<file path="src/rtl/l1_thresh_sequencer_if.sv">
// rtl/l1_thresh_sequencer_if.sv - threshold-store read port and L1 trigger load bus
interface l1_thresh_sequencer_if #(
  parameter int NBEAMS      = 2,
  parameter int THRESH_BITS = 18
);
  localparam int AW = (NBEAMS > 1) ? $clog2(NBEAMS) : 1;

  logic                   start_i;
  logic                   rd_en_o;
  logic [AW-1:0]          rd_addr_o;
  logic [THRESH_BITS-1:0] rd_data_i;
  logic [THRESH_BITS-1:0] thresh_o;
  logic [NBEAMS-1:0]      thresh_ce_o;
  logic                   update_o;
  logic                   trig_mask_o;
  logic                   busy_o;
  logic                   done_o;

  modport master (
    input  start_i, rd_data_i,
    output rd_en_o, rd_addr_o, thresh_o, thresh_ce_o, update_o, trig_mask_o, busy_o, done_o
  );

  modport slave (
    output start_i, rd_data_i,
    input  rd_en_o, rd_addr_o, thresh_o, thresh_ce_o, update_o, trig_mask_o, busy_o, done_o
  );
endinterface

</file>
<file path="src/rtl/l1_thresh_sequencer.sv">
// rtl/l1_thresh_sequencer.sv - reloads per-beam L1 trigger thresholds from a store and commits them
module l1_thresh_sequencer #(
  parameter int NBEAMS      = 2,
  parameter int THRESH_BITS = 18,
  parameter int HOLDOFF     = 16
) (
  input  logic aclk,
  input  logic aresetn,
  l1_thresh_sequencer_if.master bus
);
  localparam int AW = (NBEAMS > 1) ? $clog2(NBEAMS) : 1;
  localparam logic [AW-1:0]     LAST_BEAM = AW'(NBEAMS - 1);
  localparam logic [NBEAMS-1:0] CE_ONE    = NBEAMS'(1);
  localparam logic [15:0]       HOLD_INIT = 16'((HOLDOFF > 0) ? HOLDOFF - 1 : 0);

  typedef enum logic [2:0] {IDLE, RD, LD, UPD, HOLD, FIN} state_t;

  state_t        state;
  logic [AW-1:0] k;
  logic [15:0]   hold_cnt;
  logic          pending;
  logic          armed;

  // The done_o cycle is spent in IDLE, so a pending or fresh request restarts right after it.
  always_ff @(posedge aclk or negedge aresetn) begin
    if (!aresetn) begin
      state           <= IDLE;
      k               <= '0;
      hold_cnt        <= '0;
      pending         <= 1'b0;
      armed           <= 1'b0;
      bus.rd_en_o     <= 1'b0;
      bus.rd_addr_o   <= '0;
      bus.thresh_o    <= '0;
      bus.thresh_ce_o <= '0;
      bus.update_o    <= 1'b0;
      bus.trig_mask_o <= 1'b0;
      bus.busy_o      <= 1'b0;
      bus.done_o      <= 1'b0;
    end else begin
      armed           <= 1'b1;
      bus.rd_en_o     <= 1'b0;
      bus.rd_addr_o   <= '0;
      bus.thresh_ce_o <= '0;
      bus.update_o    <= 1'b0;
      bus.done_o      <= 1'b0;
      if (state != IDLE && bus.start_i) pending <= 1'b1;
      case (state)
        IDLE: begin
          if ((armed && bus.start_i) || pending) begin
            state       <= RD;
            k           <= '0;
            pending     <= 1'b0;
            bus.rd_en_o <= 1'b1;
            bus.busy_o  <= 1'b1;
          end
        end
        RD: state <= LD;
        LD: begin
          bus.thresh_o    <= bus.rd_data_i;
          bus.thresh_ce_o <= CE_ONE << k;
          bus.trig_mask_o <= 1'b1;
          if (k == LAST_BEAM) begin
            state <= UPD;
          end else begin
            k             <= k + 1'b1;
            bus.rd_en_o   <= 1'b1;
            bus.rd_addr_o <= k + 1'b1;
            state         <= RD;
          end
        end
        UPD: begin
          bus.update_o <= 1'b1;
          hold_cnt     <= HOLD_INIT;
          state        <= (HOLDOFF == 0) ? FIN : HOLD;
        end
        HOLD: begin
          if (hold_cnt == 16'd0) state <= FIN;
          else hold_cnt <= hold_cnt - 16'd1;
        end
        FIN: begin
          bus.busy_o      <= 1'b0;
          bus.trig_mask_o <= 1'b0;
          bus.done_o      <= 1'b1;
          state           <= IDLE;
        end
        default: state <= IDLE;
      endcase
    end
  end
endmodule

</file>
<file path="src/flat_wrapper.sv">
// flat-port wrapper written by rule: the top's interface ports become plain ports
module l1_thresh_sequencer_flat 
#(
  parameter int NBEAMS      = 2,
  parameter int THRESH_BITS = 18,
  parameter int HOLDOFF     = 16
)
  (aclk, aresetn, bus_start_i, bus_rd_data_i, bus_rd_en_o, bus_rd_addr_o, bus_thresh_o, bus_thresh_ce_o, bus_update_o, bus_trig_mask_o, bus_busy_o, bus_done_o);
  l1_thresh_sequencer_if #(.NBEAMS(NBEAMS), .THRESH_BITS(THRESH_BITS)) bus_i ();
  input  logic aclk;
  input  logic aresetn;
  input wire logic [$bits(bus_i.start_i)-1:0] bus_start_i;
  input wire logic [$bits(bus_i.rd_data_i)-1:0] bus_rd_data_i;
  output wire logic [$bits(bus_i.rd_en_o)-1:0] bus_rd_en_o;
  output wire logic [$bits(bus_i.rd_addr_o)-1:0] bus_rd_addr_o;
  output wire logic [$bits(bus_i.thresh_o)-1:0] bus_thresh_o;
  output wire logic [$bits(bus_i.thresh_ce_o)-1:0] bus_thresh_ce_o;
  output wire logic [$bits(bus_i.update_o)-1:0] bus_update_o;
  output wire logic [$bits(bus_i.trig_mask_o)-1:0] bus_trig_mask_o;
  output wire logic [$bits(bus_i.busy_o)-1:0] bus_busy_o;
  output wire logic [$bits(bus_i.done_o)-1:0] bus_done_o;
  assign bus_i.start_i = bus_start_i;
  assign bus_i.rd_data_i = bus_rd_data_i;
  assign bus_rd_en_o = bus_i.rd_en_o;
  assign bus_rd_addr_o = bus_i.rd_addr_o;
  assign bus_thresh_o = bus_i.thresh_o;
  assign bus_thresh_ce_o = bus_i.thresh_ce_o;
  assign bus_update_o = bus_i.update_o;
  assign bus_trig_mask_o = bus_i.trig_mask_o;
  assign bus_busy_o = bus_i.busy_o;
  assign bus_done_o = bus_i.done_o;
  l1_thresh_sequencer #(.NBEAMS(NBEAMS), .THRESH_BITS(THRESH_BITS), .HOLDOFF(HOLDOFF)) u_core (.aclk(aclk), .aresetn(aresetn), .bus(bus_i));
endmodule
</file>
<file path="config.mk">
export PLATFORM = sky130hd
export DESIGN_NAME = l1_thresh_sequencer_flat
export DESIGN_NICKNAME = d
export VERILOG_FILES = /design/src/rtl/l1_thresh_sequencer_if.sv /design/src/rtl/l1_thresh_sequencer.sv /design/src/flat_wrapper.sv
export SDC_FILE = /design/constraint.sdc
export NUM_CORES = 1
export LEC_CHECK = 0
export BUFFER_PORTS_ARGS = -buffer_cell sky130_fd_sc_hd__buf_4
export CORE_ASPECT_RATIO = 0.6
export CORE_MARGIN = 2
export CORE_UTILIZATION = 48
export DETAILED_ROUTE_END_ITERATION = 8
export PLACE_DENSITY = 0.84
export SYNTH_ARGS = -nofsm -noshare
export SYNTH_HDL_FRONTEND = slang
export SYNTH_SLANG_ARGS = --single-unit
</file>
<file path="constraint.sdc">
create_clock -name aclk -period 1.8 [get_ports aclk]
set_input_delay 0.09 -clock aclk [delete_from_list [all_inputs] [get_ports aclk]]
set_output_delay 0.09 -clock aclk [all_outputs]
set_load 0.1 [all_outputs]
</file>
==> summary.md <==
| Metric | Value |
|---|---|
| Status | finished clean |
| Largest register by flop count | u_core.bus.thresh_o |
| DRC viols | 0 |
| Worst-Margin Slew | 0.577 ns |
| Vias per inst | 5.43 |
| Worst Hold Class | in -> reg |
| Largest net degree at the start of global routing | 48 |
| Ports | 47 |
| Initial antenna violation count | 0 |
| Sequential share of the synthesized area | 56.9% |
| Routed wire per std cell | 15.6 um |
| Final nets | 260 |
| Worst EP required | 2.04 ns |
| CTS sink cnt | 47 |
| Placed cell area | 0.00260 sq mm |
| Mapped Cells | 172 |
| Largest registers | u_core.bus.thresh_o: 18 flops, u_core.hold_cnt: 16 flops, u_core.state: 3 flops |
| Crit-path max FO | 5 |
| Final hold violation count | 0 |
| Vias | 1,623 |
| Crit. End Element | flop |
| MaxCap Viol Count | 0 |
| Num CTS Buffers | 5 |
| Max frequency | 0.572 GHz |
| CTS tree | yes |
| Hold WS | 0.0173 ns |
| Share of the synthesized area in the top cell type | 56.9% |
| Routed Antenna Nets | 0 |
| Initial DRC count | 92 |
| Async S/R FF share, synth | 100% |
| DP HPWL | 3280 um |
| Yosys cell types | 42 |
| Final setup TNS | 0 ns |
| Die Y | 54.8 um |
| Post-route cell area | 0.00279 sq mm |
| Vias in the first global route | 1,523 |
| Fillcell total | 308 |
| Post-Syn Area per Cell | 12.0 sq um |
| Cell area after synthesis | 0.00207 sq mm |
| Top cells by area, synth | dfrtp_1 57%, mux2_2 9.8%, mux2i_1 2.9%, nand2_1 2.4%, a21oi_1 2.2% |
| Number of cell rows | 18 |
| Final setup vio count | 0 |
| Worst clock skew | 0.00961 ns |
| Worst path arrival time | 1.98 ns |
| Final min period | 1.75 ns |
| RSZ-0062 raised after global routing | true |
| Post-synth top flop | dfrtp_1 |
| Port bufs | 46 |
| Proportion of layout cells with a drive suffix above 1 | 44.8% |
| Starting Density | 50.2% |
| Slew Limit Headroom | 61.6% |
| Die W | 88.7 um |
| Clk_lat worst skew | 0.30 ns |
| GRT overflow | 0 |
| Core Footprint | 0.00412 sq mm |
| Clock tree root driver cell | clkbuf_8 |
| Gp weighted congestion | 0.835 |
| Max reg flops | 18 |
| Antenna cells | 0 |
| Post-synth net total | 194 |
| Final Util | 67.6% |
| Layout area overhead | 34.8% |
| CTS Buffer Depth | 2 |
| H-tree Lvls | 2 |
| Synth Register Bits | 47 |
| WL final | 4670 um |
| First-pass GRT wire length | 7530 um |
| Total iterations of the first detailed-routing run | 4 |
| Number of enable flip-flop cells after synthesis | 0 |
| GR Util All Layers | 21.4% |
| Kind of critical path | reg -> reg |
| DIE AREA | 0.00486 sq mm |
| Final Cycle Share | 97.2% |
| Clk slew on worst S/H paths | 0.09 ns |
| Fin. max-slew vios | 0 |
| Post-synth top area cell | dfrtp_1 |
| Worst setup SP type | flop |
| Total number of yosys warnings | 0 |
[through the flow]
stage | setup slack (ns) | instances
2_1_floorplan | 0.0295 | 172
3_3_place_gp | -0.0278 | 289
3_5_place_dp | -0.147 | 289
4_1_cts | 0.0140 | 298
5_1_grt | -0.0589 | 299
6_report | 0.0508 | 299
[cell usage after synthesis, drive strengths merged, types with 2 or more instances]
library cell,n
nand4,3
dfrtp,47
nor3b,3
or3,3
or4,6
nand3,3
nand2b,3
o21ai,4
o21a,2
nand2,13
mux2i,6
inv,3
a21oi,9
mux2,18
nand3b,2
nor3,3
and3,3
nor4,7
nor2,7
buf,7
o31ai,3
[path summary, 6_finish.rpt]
| path | from | endpoint | slack [ns] | cells after the start |
|---|---|---|---|---|
| setup / recovery | u_core.hold_cnt[0] | u_core.hold_cnt[15] | 0.05 | 6 |
| hold / removal | bus_rd_data_i[16] | u_core.bus.thresh_o[16] | 0.02 | 2 |
| setup reg to reg | u_core.hold_cnt[0] | u_core.hold_cnt[15] | 0.05 | 6 |
| hold reg to reg | u_core.pending | u_core.pending | 0.51 | 1 |
| max in group asynchronous | aresetn | u_core.hold_cnt[7] | 1.07 | 2 |
| min in group asynchronous | aresetn | u_core.bus.thresh_o[15] | 0.33 | 2 |
[placed cells by master (no fill, tap or decap), types with 2 or more instances in the layout]
master,count
nor3b_4,2
nor3_1,2
nor4_2,2
mux2i_1,6
nand2_1,13
nand3b_1,2
o21a_1,2
or3_1,3
mux2_2,18
clkbuf_8,6
a21oi_1,7
nor4_1,4
o21ai_0,4
or4_1,5
nand4_1,3
nand3_1,2
o31ai_1,3
buf_4,63
nor2_1,7
a21oi_2,2
nand2b_1,3
and3_1,2
inv_1,3
dfrtp_1,47
[layout make-up]
class	count	area [sq um]	share of cell area [%]
sequential	47	1180	42.2
multi-input combinational	114	888	31.9
timing repair buffer	66	514	18.5
clock buffer	6	82.6	2.96
tap	60	75.1	2.69
clock inverter	2	35.0	1.26
inverter	4	15.0	0.539
[cell families (layout without fill, tap and decap cells)]
kind of cell	Yosys count	after routing	synth area share [%]
compound gates	26	26	8.17
fa+ha+maj	1	1	0.605
buf+inv	11	78	2.54
flops	47	47	56.9
mux	24	24	12.7
other cells	1	1	0.181
simple gates	62	62	18.9
[worst max-delay path, stage by stage, from the launching register on]
cell and delay, ns:
dfrtp_1 0.35, inv_1 0.05, ha_1 0.20, nor3b_4 0.17, and3_2 0.26, or4_1 0.52
a21oi_2 0.13
[metal layers]
metal | vias up | track usage [%] | share of wire [%]
met5 | - | 0 | 0
met3 | 4 | 4.83 | 5.7
met4 | 0 | 7.32 | 0.98
met1 | 810 | 29.5 | 45
li1 | 762 | - | -
met2 | 47 | 33.8 | 48
[what timing repair did]
action	CTS	global route
pin swaps	0	6
buffers inserted	0	1
setup endpoints to repair	5	10
resized for setup	1	10
hold buffers	1	0
endpoints found under the hold margin	47	0
Power is not shown: default switching activity piles up to over one toggle a cycle in this logic, so the estimate is an artifact.
